<file path="src/rtl/dma_drain_arb.sv">
// DMA drain stage: round-robin arbiter that pops one word per grant from four
// channel FIFOs and writes it to the system bus through a valid/ready port.
//
// state | meaning
// IDLE  | no channel active
// ARB   | scan from pointer for an active channel whose FIFO has data
// RD    | pop strobe to the granted FIFO
// CAP   | FIFO data valid; load bus address/data, raise bus_valid
// WR    | hold the request until bus_ready, then advance the channel
module dma_drain_arb #(
  parameter int AW = 32,
  parameter int DW = 32,
  parameter int LW = 16
) (
  input  logic            clk,
  input  logic            rst,
  input  logic [3:0]      start,
  input  logic [4*AW-1:0] dst_addr,
  input  logic [4*LW-1:0] len,
  input  logic [3:0]      fifo_empty,
  input  logic [4*DW-1:0] fifo_rdata,
  output logic [3:0]      fifo_rd,
  output logic            bus_valid,
  output logic [AW-1:0]   bus_addr,
  output logic [DW-1:0]   bus_wdata,
  input  logic            bus_ready,
  output logic [3:0]      done,
  output logic [3:0]      busy
);

  typedef enum logic [2:0] {IDLE, ARB, RD, CAP, WR} state_t;

  state_t        state;
  logic [3:0]    active;
  logic [AW-1:0] cur_addr [4];
  logic [LW-1:0] remain [4];
  logic [1:0]    ptr;
  logic [1:0]    grant;
  logic [3:0]    eligible;
  logic          found;
  logic [1:0]    pick;

  assign busy = active;

  // Scan downward so the last hit kept is the nearest to the pointer.
  always_comb begin
    eligible = active & ~fifo_empty;
    found    = 1'b0;
    pick     = ptr;
    for (int i = 3; i >= 0; i--) begin
      if (eligible[ptr + 2'(i)]) begin
        found = 1'b1;
        pick  = ptr + 2'(i);
      end
    end
  end

  always_ff @(posedge clk or negedge rst) begin
    if (!rst) begin
      state     <= IDLE;
      active    <= '0;
      ptr       <= '0;
      grant     <= '0;
      fifo_rd   <= '0;
      bus_valid <= 1'b0;
      bus_addr  <= '0;
      bus_wdata <= '0;
      done      <= '0;
      for (int n = 0; n < 4; n++) begin
        cur_addr[n] <= '0;
        remain[n]   <= '0;
      end
    end else begin
      done    <= '0;
      fifo_rd <= '0;

      for (int n = 0; n < 4; n++) begin
        if (start[n] && !active[n]) begin
          if (len[n*LW +: LW] != '0) begin
            active[n]   <= 1'b1;
            cur_addr[n] <= dst_addr[n*AW +: AW];
            remain[n]   <= len[n*LW +: LW];
          end else begin
            done[n] <= 1'b1;
          end
        end
      end

      case (state)
        IDLE: begin
          if (|active) state <= ARB;
        end
        ARB: begin
          if (found) begin
            grant   <= pick;
            fifo_rd <= 4'b0001 << pick;
            state   <= RD;
          end else if (!(|active)) begin
            state <= IDLE;
          end
        end
        RD: begin
          state <= CAP;
        end
        CAP: begin
          bus_wdata <= fifo_rdata[grant*DW +: DW];
          bus_addr  <= cur_addr[grant];
          bus_valid <= 1'b1;
          state     <= WR;
        end
        WR: begin
          if (bus_ready) begin
            bus_valid       <= 1'b0;
            cur_addr[grant] <= cur_addr[grant] + AW'(4);
            remain[grant]   <= remain[grant] - LW'(1);
            ptr             <= grant + 2'd1;
            if (remain[grant] == LW'(1)) begin
              active[grant] <= 1'b0;
              done[grant]   <= 1'b1;
            end
            state <= ARB;
          end
        end
        default: state <= IDLE;
      endcase
    end
  end

endmodule

</file>
<file path="config.mk">
export PLATFORM = sky130hd
export DESIGN_NAME = dma_drain_arb
export DESIGN_NICKNAME = d
export VERILOG_FILES = /design/src/rtl/dma_drain_arb.sv
export SDC_FILE = /design/constraint.sdc
export NUM_CORES = 1
export LEC_CHECK = 0
export CORE_UTILIZATION = 35
export DETAILED_ROUTE_END_ITERATION = 12
export GPL_TIMING_DRIVEN = 0
export HOLD_SLACK_MARGIN = 0.06
export SKIP_CTS_REPAIR_TIMING = 1
export SYNTH_ARGS = -nofsm -noshare
export SYNTH_HDL_FRONTEND = slang
export SYNTH_SLANG_ARGS = --single-unit
export TNS_END_PERCENT = 1
</file>
<file path="constraint.sdc">
create_clock -name clk -period 2.9 [get_ports clk]
set_input_delay 0.725 -clock clk [delete_from_list [all_inputs] [get_ports clk]]
set_output_delay 0.725 -clock clk [all_outputs]
set_load 0.1 [all_outputs]
</file>
==> run_results.csv, run 1 <==
group,metric,value,unit
outcome,outcome,"finished clean",
synthesis,ys_warn_count,0,
synthesis,synthFlopType,"dfrtp_1",
drt,drt_wl_total,62.0,mm
worst_setup_path,path_buf_inv,4,
synthesis,ys_seq_area_frac,0.457,
sta,rsz0062_at_grt,"yes",
worst_setup_path,cp-startpoint,"len[31]",
die,die_h,210,um
synthesis,yosysTopAreaCell,"dfrtp_1",
final_layout,instances_no_fill,2354,
final_layout,nets,2130,
pwr,ir_drop,0.881,mV
pwr,p_per_area,1170,mW/mm^2
worst_setup_path,cpMostUsedCell,"clkbuf_1",
run,maxCapViolations,0,
drt,drc,0,
worst_setup_path,reg2reg_to,"remain[30]",
clock_tree,clockBufferDepth,3,
die,rows,75,
worst_setup_path,cp_max_fo,10,
sta,relSlewSlack,0.280,
worst_setup_path,slowest_stage,"clkbuf_1",
synthesis,yosysMostFrequentCell,"dfrtp_1",
sta,clock_skew,0.0147,ns
grt,grt_overflow,0,
sta,fmaxAchievable,0.347,GHz
placement,dp.cells,2286,
worst_setup_path,rrSetupSlack,0.08,ns
sta,hold_violations,0,
grt,antenna_found_initial,9,
worst_setup_path,cpLargestDelayFamily,"buffers and inverters",
drt,drtPass1Iterations,5,
synthesis,synth_edf_count,0,
worst_setup_path,r2r_start,"grant[0]",
synthesis,synth_area,0.0151,sq mm
drt,antenna_left,0,
synthesis,synth_cell_types,44,
drt,routedWlPerCell,26.3,um
grt,grt_pass1_wl,90.5,mm
final_layout,final_core_util,0.511,
worst_setup_path,endpoint_kind,"flip-flop",
synthesis,synth_top_area_share,0.457,
placement,dp_hpwl,46.4,mm
worst_setup_path,criticalPathCategory,"input port to flip-flop",
sta,timing.final.crit_period,2.88,ns
clock_tree,clkLatencyLatePin,0.51,ns
clock_tree,h-tree-depth,2,
worst_setup_path,reg2regPathDepth,10,
drt,vias,13110,
die,initial_core_util,0.358,
synthesis,ys_ff_latch,276,
final_layout,area_growth,42.7,%
sta,finalSetupViolCount,0,
grt,grt_start_max_net_pins,80,
worst_setup_path,cp_slowest_stage_delay,0.68,ns
drt,viasPerCell,5.57,
clock_tree,root_buffer,"clkbuf_16",
sta,fin_crit_sh,0.994,
grt,grt_pass1_vias,13729,
synthesis,ys_top_cells_by_area,"dfrtp_1 (46%), mux2_2 (12%), mux4_2 (11%), mux2i_1 (4.4%), o21ai_0 (4.0%)",
worst_setup_path,crit_chain,"clkdlybuf4s50_1 > nor4_1 > nand4_1 > buf_4 > nor2b_1 > clkbuf_1 > clkbuf_1 > mux2_2 > nand2_1 > o21ai_0",
worst_setup_path,crit_arrival,3.26,ns
drt,drt_iter0_drc,902,
final_layout,layout-drive-gt1-share,0.226,
min_path,hold_path.class,"input port to asynchronous set/reset pin",
synthesis,async_flop_share,1.00,
die,io-pin-count,408,
sta,drv_slew,0,
worst_setup_path,cp-start-kind,"input port",
pwr,leakagePower,8.54,nW
sta,whs,0.165,ns
clock_tree,cts_tree,"done",
synthesis,synth_cells,1337,
synthesis,synthTopCellsByCount,"dfrtp_1 (276), mux2_2 (163), nand2_1 (142)",
placement,place_congestion,0.887,
final_layout,nFillCells,3835,
die,core_area,0.0422,sq mm
clock_tree,numClockSinks,276,
clock_tree,clk_pin_slew_worst_paths,0.06,ns
worst_setup_path,cp_num_cells,10,
placement,port_buffers,407,
clock_tree,numCtsBuffers,34,
die,dieArea,0.0440,sq mm
grt,grt.total_usage,0.280,
worst_setup_path,crit_required,3.28,ns
die,die_x,210,um
worst_setup_path,endpoint,"cur_addr[66]",
sta,worst_pin_slew,1.08,ns
synthesis,syn-num-nets,1675,
synthesis,avgSynthCellArea,11.3,sq um
-- worst min path at each step --
stage | start | slack, ns | to | cells past startpoint
after floorplan | rst | 0.43 | bus_addr[0] | 0
after global placement | bus_addr[29] | 0.48 | bus_addr[29] | 2
after detailed placement | bus_addr[31] | 0.49 | bus_addr[31] | 2
after CTS | rst | 0.19 | bus_addr[13] | 1
after global routing | rst | 0.20 | bus_addr[13] | 1
final | rst | 0.17 | bus_addr[12] | 1
-- kinds of logic after synthesis --
kind of cell / Yosys count / synth area share
xor+xnor: 42 / 0.0243
buf+inv: 109 / 0.0304
simple gates: 344 / 0.111
fa+ha+maj: 7 / 0.00580
flops: 276 / 0.457
mux: 306 / 0.280
compound gates: 253 / 0.0917
-- through the flow --
| step | instance area, sq um | worst slack (ns) | setup TNS [ns] | total power (W) |
|---|---|---|---|---|
| floorplan | 15100 | 0.0793 | 0 | 0.0166 |
| global placement | 19900 | -11.59 | -3418.72 | 0.0202 |
| detailed placement | 19900 | -1.98 | -245.17 | 0.0204 |
| CTS | 21000 | -2.00 | -214.37 | 0.0247 |
| global route | 21600 | -0.0755 | -1.86 | 0.0265 |
| finish | 21600 | 0.0172 | 0 | 0.0252 |
-- final cells by class --
cell class | count | area (sq um) | area share
well taps | 539 | 674 | 0.0313
multi-input cells | 952 | 8000 | 0.371
diodes | 3 | 7.51 | 0.000348
plain buffers | 95 | 587 | 0.0272
clock buffers | 48 | 1020 | 0.0472
clock inverters | 8 | 68.8 | 0.00319
flip-flops and latches | 276 | 6910 | 0.320
repair buffers | 421 | 4260 | 0.197
inverters | 12 | 45.0 | 0.00209
-- layer usage --
layer / global-route usage / vias to the layer above / routed length (um)
li1: - / 5784 / -
met1: 0.339 / 6582 / 24000
met2: 0.480 / 608 / 30500
met3: 0.0670 / 124 / 4900
met4: 0.112 / 12 / 2520
met5: 0 / - / 89
-- power by group --
group / leakage, nW / switching (W) / internal, W
registers: 3.29 / 0.00102 / 0.00574
clock network: 0.541 / 0.00169 / 0.00252
logic: 4.71 / 0.00875 / 0.00545
-- flip-flops by register name (all words and copies together) (netlist names) --
register and flops:
bus_addr 32, bus_valid 1, bus_wdata 32, busy 4, cur_addr 128, done 4
fifo_rd 4, grant 2, ptr 2, remain 64, state 3
-- cells in the final DEF, fill, tap and decap left out, types with 16 or more instances in the layout --
cell             Yosys  final
xor2_1              24     16
clkbuf_2             0     22
a21oi_1             81     81
nand2_1            142    140
o21ai_0            120    119
clkbuf_1            64     39
mux2_2             163    163
dfrtp_1            276    275
nand3_1             19     18
nor2_1              67     65
mux4_2              77     77
a211oi_1            32     30
nor2b_1             38     38
mux2i_1             66     66
clkbuf_16            0     37
nand4_1             17     17
clkdlybuf4s50_1      0    402
Note: power is estimated with default switching activity, not from simulation.
==> run 2: changes to the inputs <==
==> constraint.sdc (replaced) <==
create_clock -name clk -period 3.3 [get_ports clk]
set_input_delay 0.825 -clock clk [delete_from_list [all_inputs] [get_ports clk]]
set_output_delay 0.825 -clock clk [all_outputs]
set_load 0.1 [all_outputs]
==> run 2 against run 1 <==
- worst hold slack better by 0.10 ns
- clock-buffer cell count unchanged
- utilization shrank 0.90 points
- sequential power shrank 12%
- sequential share of layout area rose by 0.57 points
- clock skew about the same
- combinational power shrank 15%
- die area stayed put
==> run_results.csv, run 2 (same netlist as run 1, synthesis figures left out) <==
group,metric,value,unit
outcome,outcome,"finished clean",
final_layout,regArea,0.00691,sq mm
min_path,hold_path.class,"input port to asynchronous set/reset pin",
final_layout,nets,2124,
final_layout,area_growth,40.2,%
final_layout,reg_top3,"cur_addr: 128 flops, remain: 64 flops",
grt,grt_pass1_vias,13729,
pwr,ir_drop,0.735,mV
die,die_x,210,um
sta,relSlewSlack,0.282,
worst_setup_path,crit_required,3.68,ns
final_layout,final_core_util,0.502,
pwr,p_per_area,1030,mW/mm^2
final_layout,layout-drive-gt1-share,0.197,
drt,drt_wl_total,61.9,mm
drt,routedWlPerCell,26.3,um
sta,fin_crit_sh,0.999,
final_layout,top_register,"cur_addr",
sta,rsz0062_at_grt,"yes",
worst_setup_path,crit_chain,"clkdlybuf4s50_1 > nor4_1 > nand4_1 > nor2b_1 > clkbuf_1 > clkbuf_2 > buf_2 > mux2i_1 > a21oi_1",
worst_setup_path,slowest_stage,"nor4_1",
sta,timing.final.crit_period,3.30,ns
drt,drtPass1Iterations,7,
die,die_h,210,um
run,maxCapViolations,0,
sta,whs,0.267,ns
pwr,p_int,0.0118,W
pwr,leakagePower,8.36,nW
clock_tree,numCtsBuffers,34,
worst_setup_path,cp_max_fo,10,
worst_setup_path,rrSetupSlack,0.12,ns
worst_setup_path,cp_slowest_stage_delay,0.55,ns
pwr,switching_share,0.457,
pwr,pwr-share-comb,0.556,
drt,drt_iter0_drc,845,
placement,port_buffers,407,
drt,viasPerCell,5.57,
grt,grt.total_usage,0.280,
pwr,p_switching,0.00995,W
die,io-pin-count,408,
grt,antenna_found_initial,9,
sta,fmaxAchievable,0.303,GHz
worst_setup_path,criticalPathCategory,"input port to flip-flop",
clock_tree,clockBufferDepth,3,
die,rows,75,
drt,vias,13089,
final_layout,layout_commonest_cell,"clkdlybuf4s50_1",
worst_setup_path,cp-start-kind,"input port",
placement,dp_hpwl,46.4,mm
grt,grt_start_max_net_pins,80,
sta,fin_ws,0.00463,ns
sta,hold_violations,0,
final_layout,nFillCells,3864,
sta,worst_pin_slew,1.07,ns
worst_setup_path,cpLargestDelayFamily,"buffers and inverters",
pwr,power_frac_seq,0.274,
clock_tree,cts_tree,"done",
placement,dpl-instance-area,0.0199,sq mm
sta,finalSetupViolCount,0,
die,dieArea,0.0440,sq mm
grt,grt_overflow,0,
placement,pre_cts_slack,-1.58,ns
worst_setup_path,crit_arrival,3.68,ns
worst_setup_path,path_buf_inv,4,
final_layout,stdcell_area,0.0212,sq mm
drt,drc,0,
placement,place_congestion,0.887,
die,core_area,0.0422,sq mm
clock_tree,h-tree-depth,2,
final_layout,largest_register_ffs,128,
sta,clock_skew,0.0150,ns
grt,grt_pass1_wl,90.5,mm
final_layout,mostFrequentLayoutCells,"clkdlybuf4s50_1 (406), dfrtp_1 (276), mux2_2 (163)",
die,initial_core_util,0.358,
clock_tree,clkLatencyLatePin,0.52,ns
clock_tree,root_buffer,"clkbuf_16",
clock_tree,numClockSinks,276,
drt,antenna_left,0,
final_layout,multi_input_area,0.00781,sq mm
pwr,p_clk_frac,0.170,
clock_tree,clk_pin_slew_worst_paths,0.06,ns
sta,drv_slew,0,
worst_setup_path,endpoint_kind,"flip-flop",
==> run 2: metrics by stage <==
stage,instances,setup TNS [ns],total power (W)
final,2349,0,0.0218
after global routing,2346,-0.693,0.0229
after CTS,2342,-131.85,0.0217
after detailed placement,2286,-162.41,0.0179
after global placement,2283,-3253.46,0.0177
after floorplan,1337,0,0.0145
==> run 2: layout make-up <==
| type | instances | share of cell area |
|---|---|---|
| Tap cell | 539 | 0.0318 |
| Sequential cell | 276 | 0.326 |
| Multi-Input combinational cell | 952 | 0.369 |
| Timing Repair Buffer | 413 | 0.197 |
| Clock inverter | 8 | 0.00325 |
| Antenna cell | 4 | 0.000472 |
| Clock buffer | 48 | 0.0480 |
| Buffer | 97 | 0.0221 |
| Inverter | 12 | 0.00213 |
==> run 2: routing by layer <==
metal  vias up  track usage  wire [um]
met5         -            0         86
met4        12        0.112       2550
met3       123       0.0670       4800
met2       609        0.480      30300
met1      6558        0.339      24200
li1       5787            -          -
==> run 2: worst paths after layout <==
| check | from | end | cells past startpoint |
|---|---|---|---|
| setup / recovery | len[35] | cur_addr[48] | 9 |
| hold / removal | rst | bus_addr[12] | 1 |
| setup reg to reg | grant[1] | cur_addr[100] | 11 |
| hold reg to reg | bus_addr[31] | bus_addr[31] | 2 |
| max in group asynchronous | rst | bus_wdata[20] | 3 |
| min in group clk | bus_addr[31] | bus_addr[31] | 2 |
==> run 2: power groups by stage <==
| stage | combinational, W | clock, W | sequential [W] |
|---|---|---|---|
| floorplan | 0.00583 | 0 | 0.00872 |
| global placement | 0.0118 | 0 | 0.00592 |
| detailed placement | 0.0120 | 0 | 0.00598 |
| CTS | 0.0120 | 0.00376 | 0.00593 |
| global route | 0.0129 | 0.00391 | 0.00613 |
| finish | 0.0121 | 0.00370 | 0.00595 |
